### config.mk
export PLATFORM = sky130hd
export DESIGN_NAME = decode_stage
export DESIGN_NICKNAME = d
export VERILOG_FILES = /design/src/rtl/core_pkg.sv /design/src/rtl/imm_gen.sv /design/src/rtl/decode_stage.sv
export SDC_FILE = /design/constraint.sdc
export NUM_CORES = 1
export LEC_CHECK = 0
export ABC_AREA = 1
export BUFFER_PORTS_ARGS = -buffer_cell sky130_fd_sc_hd__buf_2
export CAP_MARGIN = 40
export CORE_AREA = 2 2 145 147
export CTS_BUF_LIST = sky130_fd_sc_hd__clkbuf_16
export DETAILED_ROUTE_END_ITERATION = 6
export DIE_AREA = 0 0 147 149
export SKIP_LAST_GASP = 1
export SLEW_MARGIN = 20
export SYNTH_ARGS = -nofsm -noshare
export SYNTH_HDL_FRONTEND = slang
export SYNTH_SLANG_ARGS = --single-unit
### constraint.sdc
create_clock -name i_Clk -period 2 [get_ports i_Clk]
set_input_delay 0.1 -clock i_Clk [delete_from_list [all_inputs] [get_ports i_Clk]]
set_output_delay 0.1 -clock i_Clk [all_outputs]
set_load 0.005 [all_outputs]
### src/rtl/core_pkg.sv
// Shared definitions for the RV64I core front end.
//   OP_*   : major opcodes handled by the decode stage
//   ALU_*  : ALU control codes, shared with the alu block
//   dec_state_e : load-use hazard FSM state encoding
//   dec_ctl_t   : decoded control bundle for one instruction
package core_pkg;

    localparam logic [6:0] OP_R  = 7'b0110011;
    localparam logic [6:0] OP_I  = 7'b0010011;
    localparam logic [6:0] OP_LD = 7'b0000011;
    localparam logic [6:0] OP_SD = 7'b0100011;
    localparam logic [6:0] OP_BR = 7'b1100011;

    localparam logic [3:0] ALU_AND = 4'b0000;
    localparam logic [3:0] ALU_OR  = 4'b0001;
    localparam logic [3:0] ALU_ADD = 4'b0010;
    localparam logic [3:0] ALU_SUB = 4'b0110;

    typedef enum logic {
        ST_RUN    = 1'b0,
        ST_BUBBLE = 1'b1
    } dec_state_e;

    typedef struct packed {
        logic [3:0] alu_ctl;
        logic       alu_src;
        logic       reg_write;
        logic       mem_read;
        logic       mem_write;
        logic       branch;
        logic       illegal;
        logic       uses_rs2;
    } dec_ctl_t;

endpackage

### src/rtl/imm_gen.sv
// Immediate generator: extracts and sign-extends the immediate field of an
// instruction according to its major opcode. Purely combinational.
//   instr : instruction word (ILEN)
//   imm   : sign-extended immediate (XLEN); zero for R-type and unknown opcodes
module imm_gen
    import core_pkg::*;
#(
    parameter int XLEN = 64,
    parameter int ILEN = 32
) (
    input  logic [ILEN-1:0] instr,
    output logic [XLEN-1:0] imm
);

    always_comb begin
        imm = '0;
        case (instr[6:0])
            OP_I, OP_LD: imm = {{(XLEN-12){instr[31]}}, instr[31:20]};
            OP_SD:       imm = {{(XLEN-12){instr[31]}}, instr[31:25], instr[11:7]};
            // Branch offsets are halfword aligned, so bit 0 is implicit.
            OP_BR:       imm = {{(XLEN-13){instr[31]}}, instr[31], instr[7],
                                instr[30:25], instr[11:8], 1'b0};
            default:     imm = '0;
        endcase
    end

endmodule

### src/rtl/decode_stage.sv
// Instruction decode stage with ID/EX pipeline register and load-use hazard
// detection.
//
//   state  | meaning
//   -------+---------------------------------------------------------------
//   RUN    | normal decode; a load-use hazard stalls fetch and loads a bubble
//   BUBBLE | the stalled instruction is being re-presented and decodes normally
//
// Ports:
//   i_Clk, i_Rst_n       : clock, asynchronous active-low reset
//   i_Instr, i_Valid     : instruction from fetch and its valid flag
//   i_Rs1Data, i_Rs2Data : register-file read data for rs1/rs2 of i_Instr
//   i_Flush              : kill the instruction being decoded
//   o_Stall              : combinational fetch hold request (load-use hazard)
//   o_Valid .. o_Illegal : ID/EX register contents driving the ALU and later stages
module decode_stage
    import core_pkg::*;
#(
    parameter int XLEN = 64,
    parameter int ILEN = 32
) (
    input  logic            i_Clk,
    input  logic            i_Rst_n,
    input  logic [ILEN-1:0] i_Instr,
    input  logic            i_Valid,
    input  logic [XLEN-1:0] i_Rs1Data,
    input  logic [XLEN-1:0] i_Rs2Data,
    input  logic            i_Flush,
    output logic            o_Stall,
    output logic            o_Valid,
    output logic [3:0]      o_ALUctl,
    output logic            o_ALUsrc,
    output logic [XLEN-1:0] o_Rs1,
    output logic [XLEN-1:0] o_Rs2,
    output logic [XLEN-1:0] o_Immediate,
    output logic [4:0]      o_RdAddr,
    output logic            o_RegWrite,
    output logic            o_MemRead,
    output logic            o_MemWrite,
    output logic            o_Branch,
    output logic            o_Illegal
);

    logic [6:0] opcode;
    logic [2:0] funct3;
    logic [6:0] funct7;
    logic [4:0] rs1_addr;
    logic [4:0] rs2_addr;
    logic [4:0] rd_addr;

    assign opcode   = i_Instr[6:0];
    assign rd_addr  = i_Instr[11:7];
    assign funct3   = i_Instr[14:12];
    assign rs1_addr = i_Instr[19:15];
    assign rs2_addr = i_Instr[24:20];
    assign funct7   = i_Instr[31:25];

    logic [XLEN-1:0] imm;

    imm_gen #(
        .XLEN (XLEN),
        .ILEN (ILEN)
    ) u_imm_gen (
        .instr (i_Instr),
        .imm   (imm)
    );

    dec_ctl_t dec;
    logic     legal;

    always_comb begin
        dec         = '0;
        dec.alu_ctl = ALU_ADD;
        legal       = 1'b1;
        case (opcode)
            OP_R: begin
                dec.reg_write = 1'b1;
                dec.uses_rs2  = 1'b1;
                if (funct3 == 3'b000 && funct7 == 7'b0000000)      dec.alu_ctl = ALU_ADD;
                else if (funct3 == 3'b000 && funct7 == 7'b0100000) dec.alu_ctl = ALU_SUB;
                else if (funct3 == 3'b111 && funct7 == 7'b0000000) dec.alu_ctl = ALU_AND;
                else if (funct3 == 3'b110 && funct7 == 7'b0000000) dec.alu_ctl = ALU_OR;
                else                                               legal       = 1'b0;
            end
            OP_I: begin
                dec.alu_src   = 1'b1;
                dec.reg_write = 1'b1;
                case (funct3)
                    3'b000:  dec.alu_ctl = ALU_ADD;
                    3'b111:  dec.alu_ctl = ALU_AND;
                    3'b110:  dec.alu_ctl = ALU_OR;
                    default: legal       = 1'b0;
                endcase
            end
            OP_LD: begin
                dec.alu_src   = 1'b1;
                dec.mem_read  = 1'b1;
                dec.reg_write = 1'b1;
                legal         = (funct3 == 3'b011);
            end
            OP_SD: begin
                dec.alu_src   = 1'b1;
                dec.mem_write = 1'b1;
                dec.uses_rs2  = 1'b1;
                legal         = (funct3 == 3'b011);
            end
            OP_BR: begin
                dec.alu_ctl  = ALU_SUB;
                dec.branch   = 1'b1;
                dec.uses_rs2 = 1'b1;
                legal        = (funct3 == 3'b000);
            end
            default: legal = 1'b0;
        endcase
        // Unsupported encodings still travel down the pipe so the trap logic
        // sees them, but with every side-effecting control suppressed.
        if (!legal) begin
            dec         = '0;
            dec.alu_ctl = ALU_ADD;
            dec.illegal = 1'b1;
        end
    end

    dec_state_e      state_q, state_d;
    logic            valid_q, valid_d;
    logic [3:0]      alu_ctl_q, alu_ctl_d;
    logic            alu_src_q, alu_src_d;
    logic [XLEN-1:0] rs1_q, rs1_d;
    logic [XLEN-1:0] rs2_q, rs2_d;
    logic [XLEN-1:0] imm_q, imm_d;
    logic [4:0]      rd_q, rd_d;
    logic            reg_write_q, reg_write_d;
    logic            mem_read_q, mem_read_d;
    logic            mem_write_q, mem_write_d;
    logic            branch_q, branch_d;
    logic            illegal_q, illegal_d;

    logic hazard;
    logic load;

    // Only the instruction fields and the ID/EX register feed the hazard
    // term; register-file data is kept off this path.
    assign hazard = (state_q == ST_RUN) && valid_q && mem_read_q && (rd_q != 5'd0)
                    && i_Valid
                    && ((rd_q == rs1_addr) || ((rd_q == rs2_addr) && dec.uses_rs2));

    always_comb begin
        state_d = ST_RUN;
        load    = 1'b0;
        o_Stall = 1'b0;
        if (i_Flush) begin
            state_d = ST_RUN;
        end else if (hazard) begin
            state_d = ST_BUBBLE;
            o_Stall = 1'b1;
        end else begin
            load = i_Valid;
        end
    end

    // Bubbles only clear valid and the side-effecting controls; the datapath
    // fields keep their previous contents.
    always_comb begin
        valid_d     = 1'b0;
        reg_write_d = 1'b0;
        mem_read_d  = 1'b0;
        mem_write_d = 1'b0;
        branch_d    = 1'b0;
        illegal_d   = 1'b0;
        alu_ctl_d   = alu_ctl_q;
        alu_src_d   = alu_src_q;
        rs1_d       = rs1_q;
        rs2_d       = rs2_q;
        imm_d       = imm_q;
        rd_d        = rd_q;
        if (load) begin
            valid_d     = 1'b1;
            reg_write_d = dec.reg_write;
            mem_read_d  = dec.mem_read;
            mem_write_d = dec.mem_write;
            branch_d    = dec.branch;
            illegal_d   = dec.illegal;
            alu_ctl_d   = dec.alu_ctl;
            alu_src_d   = dec.alu_src;
            rs1_d       = i_Rs1Data;
            rs2_d       = i_Rs2Data;
            imm_d       = imm;
            rd_d        = rd_addr;
        end
    end

    always_ff @(posedge i_Clk or negedge i_Rst_n) begin
        if (!i_Rst_n) begin
            state_q     <= ST_RUN;
            valid_q     <= 1'b0;
            alu_ctl_q   <= 4'b0000;
            alu_src_q   <= 1'b0;
            rs1_q       <= '0;
            rs2_q       <= '0;
            imm_q       <= '0;
            rd_q        <= 5'd0;
            reg_write_q <= 1'b0;
            mem_read_q  <= 1'b0;
            mem_write_q <= 1'b0;
            branch_q    <= 1'b0;
            illegal_q   <= 1'b0;
        end else begin
            state_q     <= state_d;
            valid_q     <= valid_d;
            alu_ctl_q   <= alu_ctl_d;
            alu_src_q   <= alu_src_d;
            rs1_q       <= rs1_d;
            rs2_q       <= rs2_d;
            imm_q       <= imm_d;
            rd_q        <= rd_d;
            reg_write_q <= reg_write_d;
            mem_read_q  <= mem_read_d;
            mem_write_q <= mem_write_d;
            branch_q    <= branch_d;
            illegal_q   <= illegal_d;
        end
    end

    assign o_Valid     = valid_q;
    assign o_ALUctl    = alu_ctl_q;
    assign o_ALUsrc    = alu_src_q;
    assign o_Rs1       = rs1_q;
    assign o_Rs2       = rs2_q;
    assign o_Immediate = imm_q;
    assign o_RdAddr    = rd_q;
    assign o_RegWrite  = reg_write_q;
    assign o_MemRead   = mem_read_q;
    assign o_MemWrite  = mem_write_q;
    assign o_Branch    = branch_q;
    assign o_Illegal   = illegal_q;

endmodule

Word-level counts from Yosys, hierarchy flattened. Index checks and enable logic that the tools add are counted.

Register bits after elaboration: 209. Output and inout port bits: 209. Input port bits: 164. Word-level logic and storage cells: 75.

Equal/unequal tests: 11. Bitwise operators: 1. Multiplexer cells: 30. Reduce and logical (&&, ||, !) cells: 20.

Operators with widths (number): case mux 64 bit (3 select lines) (1); == test 7 x 6 -> 1 bit (second input constant) (3); 2-to-1 mux 1 bit (21); case mux 4 bit (3 select lines) (1); OR reduction 3 bit (4); 2-to-1 mux 11 bit (1); == test 5 bit (2); logical AND 1 bit (10); == test 7 x 2 -> 1 bit (second input constant) (1); == test 7 x 5 -> 1 bit (second input constant) (1); == test 7 bit (second input constant) (1); logical NOT 7 bit (1); == test 3 bit (second input constant) (2); 2-to-1 mux 3 bit (2); nonzero test 5 bit (1); 2-to-1 mux 2 bit (2); case mux 1 bit (4 select lines) (1); case mux 2 bit (2 select lines) (1); OR reduction 2 bit (2); == test 3 x 2 -> 1 bit (second input constant) (1); logical NOT 3 bit (1); logical OR 1 bit (1); inverter 1 bit (1).

Depth between registers and ports, before layout.
Word-level depth: 14. Mapped depth: 15.

By module. Synthesis repeated with hierarchy kept, for this count alone.

Cells, all modules: 1076. Area total of the unflattened synthesis: 9232.6 um^2.

Modules (own cells, without submodules): decode_stage (instances 1, area each 8595.7 um^2, seq. area each 5205.0 um^2, cells each 978); imm_gen (instances 1, area each 636.9 um^2, seq. area each 0.0 um^2, cells each 98).

Least setup slack after synthesis. Ideal clock, no wire load.

Path kind: reg-to-reg. Start: reg rd_q[4] (netlist: o_RdAddr[4]). End: reg imm_q[62] (netlist: o_Immediate[62]). Cell stages (with the launch flop): 13. Slack: 0.373 ns. Path buffers: 2. Setup time: 0.123 ns. Data arrival time: 1.504 ns. Cell sequence: dfrtp_1 -> inv_1 -> or2_2 -> nand2_1 -> nor2_1 -> nand4_1 -> nand2_2 -> nand2_4 -> nand2_4 -> buf_6 -> buf_6 -> nand2_1 -> nand2_1.

Longest elaborated chain between the ends: 6. Elaborated cells between the ends (all ways): 10. Classes of those cells: 2 x eq/ne; 2 x mux; 6 x reduce/logical.

RTL lines: start: declaration (line decode_stage.sv:131) `logic [4:0] rd_q, rd_d;`; start signal: assignment (line decode_stage.sv:215) `rd_q <= rd_d;`; == test 5 bit / nonzero test 5 bit (equally long branches) (line decode_stage.sv:145, decode_stage.sv:143); logical AND 1 bit (on tied branches) (line decode_stage.sv:145, decode_stage.sv:143); logical OR 1 bit / logical AND 1 bit (equally long branches) (line decode_stage.sv:145, decode_stage.sv:144); logical AND 1 bit * (line decode_stage.sv:145) `&& ((rd_q == rs1_addr) || ((rd_q == rs2_addr) && dec.uses_rs2));`; 2-to-1 mux 1 bit * (line decode_stage.sv:153) `end else if (hazard) begin`; 2-to-1 mux 1 bit * (line decode_stage.sv:151) `if (i_Flush) begin`; end signal: assignment (line decode_stage.sv:214) `imm_q <= imm_d;`; end: declaration (line decode_stage.sv:130) `logic [XLEN-1:0] imm_q, imm_d;`.

Mark *: on every way between the ends. The rest lies on a longest branch, timed or not. A chain may end at the register's enable or synchronous reset.

Worst setup path after layout.
Start: reg rd_q[3] (netlist: o_RdAddr[3]). End: out o_Stall.

Longest elaborated chain between the ends: 6. Elaborated cells between the ends (all ways): 10. Classes of those cells: 2 x eq/ne; 2 x mux; 6 x reduce/logical.

RTL lines: == test 5 bit / nonzero test 5 bit (equally long branches) (line decode_stage.sv:145, decode_stage.sv:143); logical AND 1 bit (on tied branches) (line decode_stage.sv:145, decode_stage.sv:143); logical OR 1 bit / logical AND 1 bit (equally long branches) (line decode_stage.sv:145, decode_stage.sv:144); logical AND 1 bit * (line decode_stage.sv:145); 2-to-1 mux 1 bit * (line decode_stage.sv:153); 2-to-1 mux 1 bit * (line decode_stage.sv:151); end: declaration (line decode_stage.sv:29) `output logic o_Stall,`.

Marks and branches as above.

==> qor.yml <==
power:
  seq_power_share: 0.426
  comb_power_share: 0.175
  switching_power_uw: 2400
  p_leak_uw: 0.00628
  p_int_uw: 6310
  ir_worst_vdd_v: 0.000595
  powerDensity_nw_per_um2: 792
  p_clk_frac: 0.400
  swShare: 0.276
clock_tree:
  clock_sinks: 157
  cts.clk_slew.worst_paths_ns: 0.07
  cts_tree: "built"
  cts_root_buffer: "clkbuf_16"
  numCtsBuffers: 17
  htreeDepth: 4
  clock_path_buffers: 2
  clock_latency_ns: 0.43
detailed_routing:
  firstDrtPassIters: 4
  routed_wl_um: 24400
  vias_per_cell: 4.59
  ant_nets: 0
  dr_total_vias: 7236
  drc: 0
  first_iter_violations: 341
  wire_per_inst_um: 15.5
floorplanning:
  initial_core_util: 0.344
  row_count: 53
  ioPinCount: 373
  die_x_um: 147
  die_area_um2: 21900
  core_area_um2: 20600
  fp.dieH_um: 149
setup_path:
  worstReg2RegEnd: "o_Rs2[7]$_DFFE_PN0P_"
  r2r_slack_ns: 0.10
  reg2reg_depth: 8
  cp_data_arrival_time_ns: 1.81
  cp-start-kind: "register"
  cp_max_fo: 6
  r2r-start: "o_RdAddr[0]$_DFFE_PN0P_"
  endpoint_kind: "output port"
  critical_path_class: "register to output port"
  required_ns: 1.90
sta:
  rsz0062_at_grt: "yes"
  tightest_slew_ns: 0.512
  period_minus_slack_ns: 1.91
  fin_setup_tns_ns: 0
  setup_viol: 0
  finalHoldViolCount: 0
  relSlewSlack: 0.659
  finalCritPeriodShare: 0.957
  max_freq_mhz: 522
  slew_viol_final: 0
  fin_skew_ns: 0.00962
global_route:
  antenna_found_initial: 1
  grt_first_pass_wirelength_um: 37400
  grt_max_degree: 84
  grt_usage: 0.217
  gr-total-overflow: 0
  grt_pass1_vias: 7087
place:
  port_buffers: 371
  dp_cells: 1402
  dpl_cell_area_um2: 8880
  routabilityCongestion: 0.880
  dp_hpwl_um: 15900
synthesis:
  syn_nets: 997
  synth_area_um2: 7060
  synth_cell_types: 26
  ys_ff_latch: 157
  avgSynthCellArea_um2: 8.48
  syn_inst: 833
  synth-seq-area-share: 0.556
  yosys_warnings: 0
layout:
  final_common_cell: "buf_2"
  drive_gt1_frac: 0.337
  final_cell_count_no_fill: 1577
  multi_input_area_um2: 2410
  nNetsFinal: 1453
  seqCellArea_um2: 3930
  final_area_um2: 11000
  fillCellCount: 1877
  area_delta_synth_final_pct: 55.6
  layout_common_cells: "369 x buf_2, 325 x nand2_1, 157 x dfrtp_1"
hold_path:
  hp-start: "i_Instr[27]"
  hold_class: "primary input to register"
  min_to: "o_Immediate[7]$_DFFE_PN0P_"
  hold_depth: 5
run:
  maxCapViolCount: 0
outcome:
  run_status: "finished clean"
-- synthesized netlist by cell type --
cell | number | area share
nor2_1 | 38 | 0.020
inv_1 | 23 | 0.012
o21ai_0 | 4 | 0.0028
buf_4 | 53 | 0.056
nor4_1 | 1 | 0.00089
xnor2_1 | 4 | 0.0050
conb_1 | 1 | 0.00053
a22o_1 | 4 | 0.0050
clkbuf_1 | 21 | 0.011
xor2_1 | 4 | 0.0050
nand3_2 | 1 | 0.0014
nor3_1 | 1 | 0.00071
a21oi_1 | 3 | 0.0021
or2_2 | 1 | 0.00089
nand2_4 | 2 | 0.0032
nand2_2 | 2 | 0.0018
nand4_1 | 3 | 0.0027
nand3_1 | 156 | 0.11
buf_1 | 1 | 0.00053
nand2_1 | 325 | 0.17
nor3b_1 | 1 | 0.0011
buf_2 | 16 | 0.011
inv_2 | 1 | 0.00053
dfrtp_1 | 157 | 0.56
buf_6 | 9 | 0.014
nand3b_1 | 1 | 0.0011
-- worst max path at each step --
stage                                       start                     endpoint  depth (start not counted)
after floorplan           o_RdAddr[4]$_DFFE_PN0P_  o_Immediate[62]$_DFFE_PN0P_                         12
after detailed placement  o_RdAddr[0]$_DFFE_PN0P_         o_Rs1[5]$_DFFE_PN0P_                          8
after global routing      o_RdAddr[2]$_DFFE_PN0P_                      o_Stall                          9
after global placement    o_RdAddr[0]$_DFFE_PN0P_         o_Rs1[5]$_DFFE_PN0P_                          8
after CTS                 o_RdAddr[4]$_DFFE_PN0P_                      o_Stall                         10
final                     o_RdAddr[3]$_DFFE_PN0P_                      o_Stall                          9
-- power by group through the flow --
stage	Combinational, µW	Sequential (µW)	Clock (µW)
3_3_place_gp	1280	3750	0
2_1_floorplan	480	3800	0
5_1_grt	1690	3750	3690
6_report	1520	3710	3480
3_5_place_dp	1300	3750	0
4_1_cts	1510	3700	3570
-- through the flow --
step                total power, µW  hold slack (ns)  setup slack, ns   util
floorplan                      4280           -0.196            0.373      -
global placement               5030           0.0983          -0.0698  0.432
detailed placement             5050           0.0953          -0.0826  0.432
CTS                            8780          0.00838          0.00921  0.530
global route                   9130           0.0468          -0.0576  0.535
finish                         8700           0.0252           0.0852  0.535
-- area by class of cell --
class	count	area share
flip-flops and latches	157	0.358
well taps	275	0.0313
clock buffers	17	0.0387
inverters	24	0.00820
multi-input cells	552	0.219
diodes	1	0.000228
repair buffers	537	0.327
clock inverters	14	0.0184
-- metal layers --
layer	wire, µm	GRT usage
met3	1960	0.0682
met4	665	0.0841
met2	11800	0.363
met5	0	0
met1	10000	0.263
-- critical path, cell delays in order (launching register included) --
cell	delay, ns
dfrtp_1	0.44
xor2_1	0.17
nor2_1	0.10
nand3_1	0.07
nor2_1	0.08
nand2_1	0.08
nand2_2	0.11
nand2_8	0.09
nor2_4	0.13
buf_6	0.12
-- sequential cells by signal, indices dropped and copies added, names as in the netlist, 3 cells and up --
register	count
o_Rs2	64
o_RdAddr	5
o_Immediate	13
o_Rs1	64
o_ALUctl	3
-- what timing repair did --
| item | 4_1_cts | 5_1_grt |
|---|---|---|
| hold buffers | 138 | 0 |
| buffers inserted | 0 | 4 |
| pin swaps | 0 | 1 |
| hold endpoints to repair | 184 | 0 |
| endpoints found under the setup margin | 79 | 109 |
| cloned | 0 | 1 |
| gates resized for setup | 2 | 7 |
-- cell families (layout without fill, tap and decap cells) --
group           count (synthesis)  after routing  share of synthesized area
compound gates                 11             11                    0.00992
xor+xnor                        8              8                    0.00992
buf+inv                       124            592                      0.106
flops                         157            157                      0.556
other cells                     1              2                   0.000531
simple gates                  532            532                      0.317
Note: power is estimated with default switching activity, not from simulation.
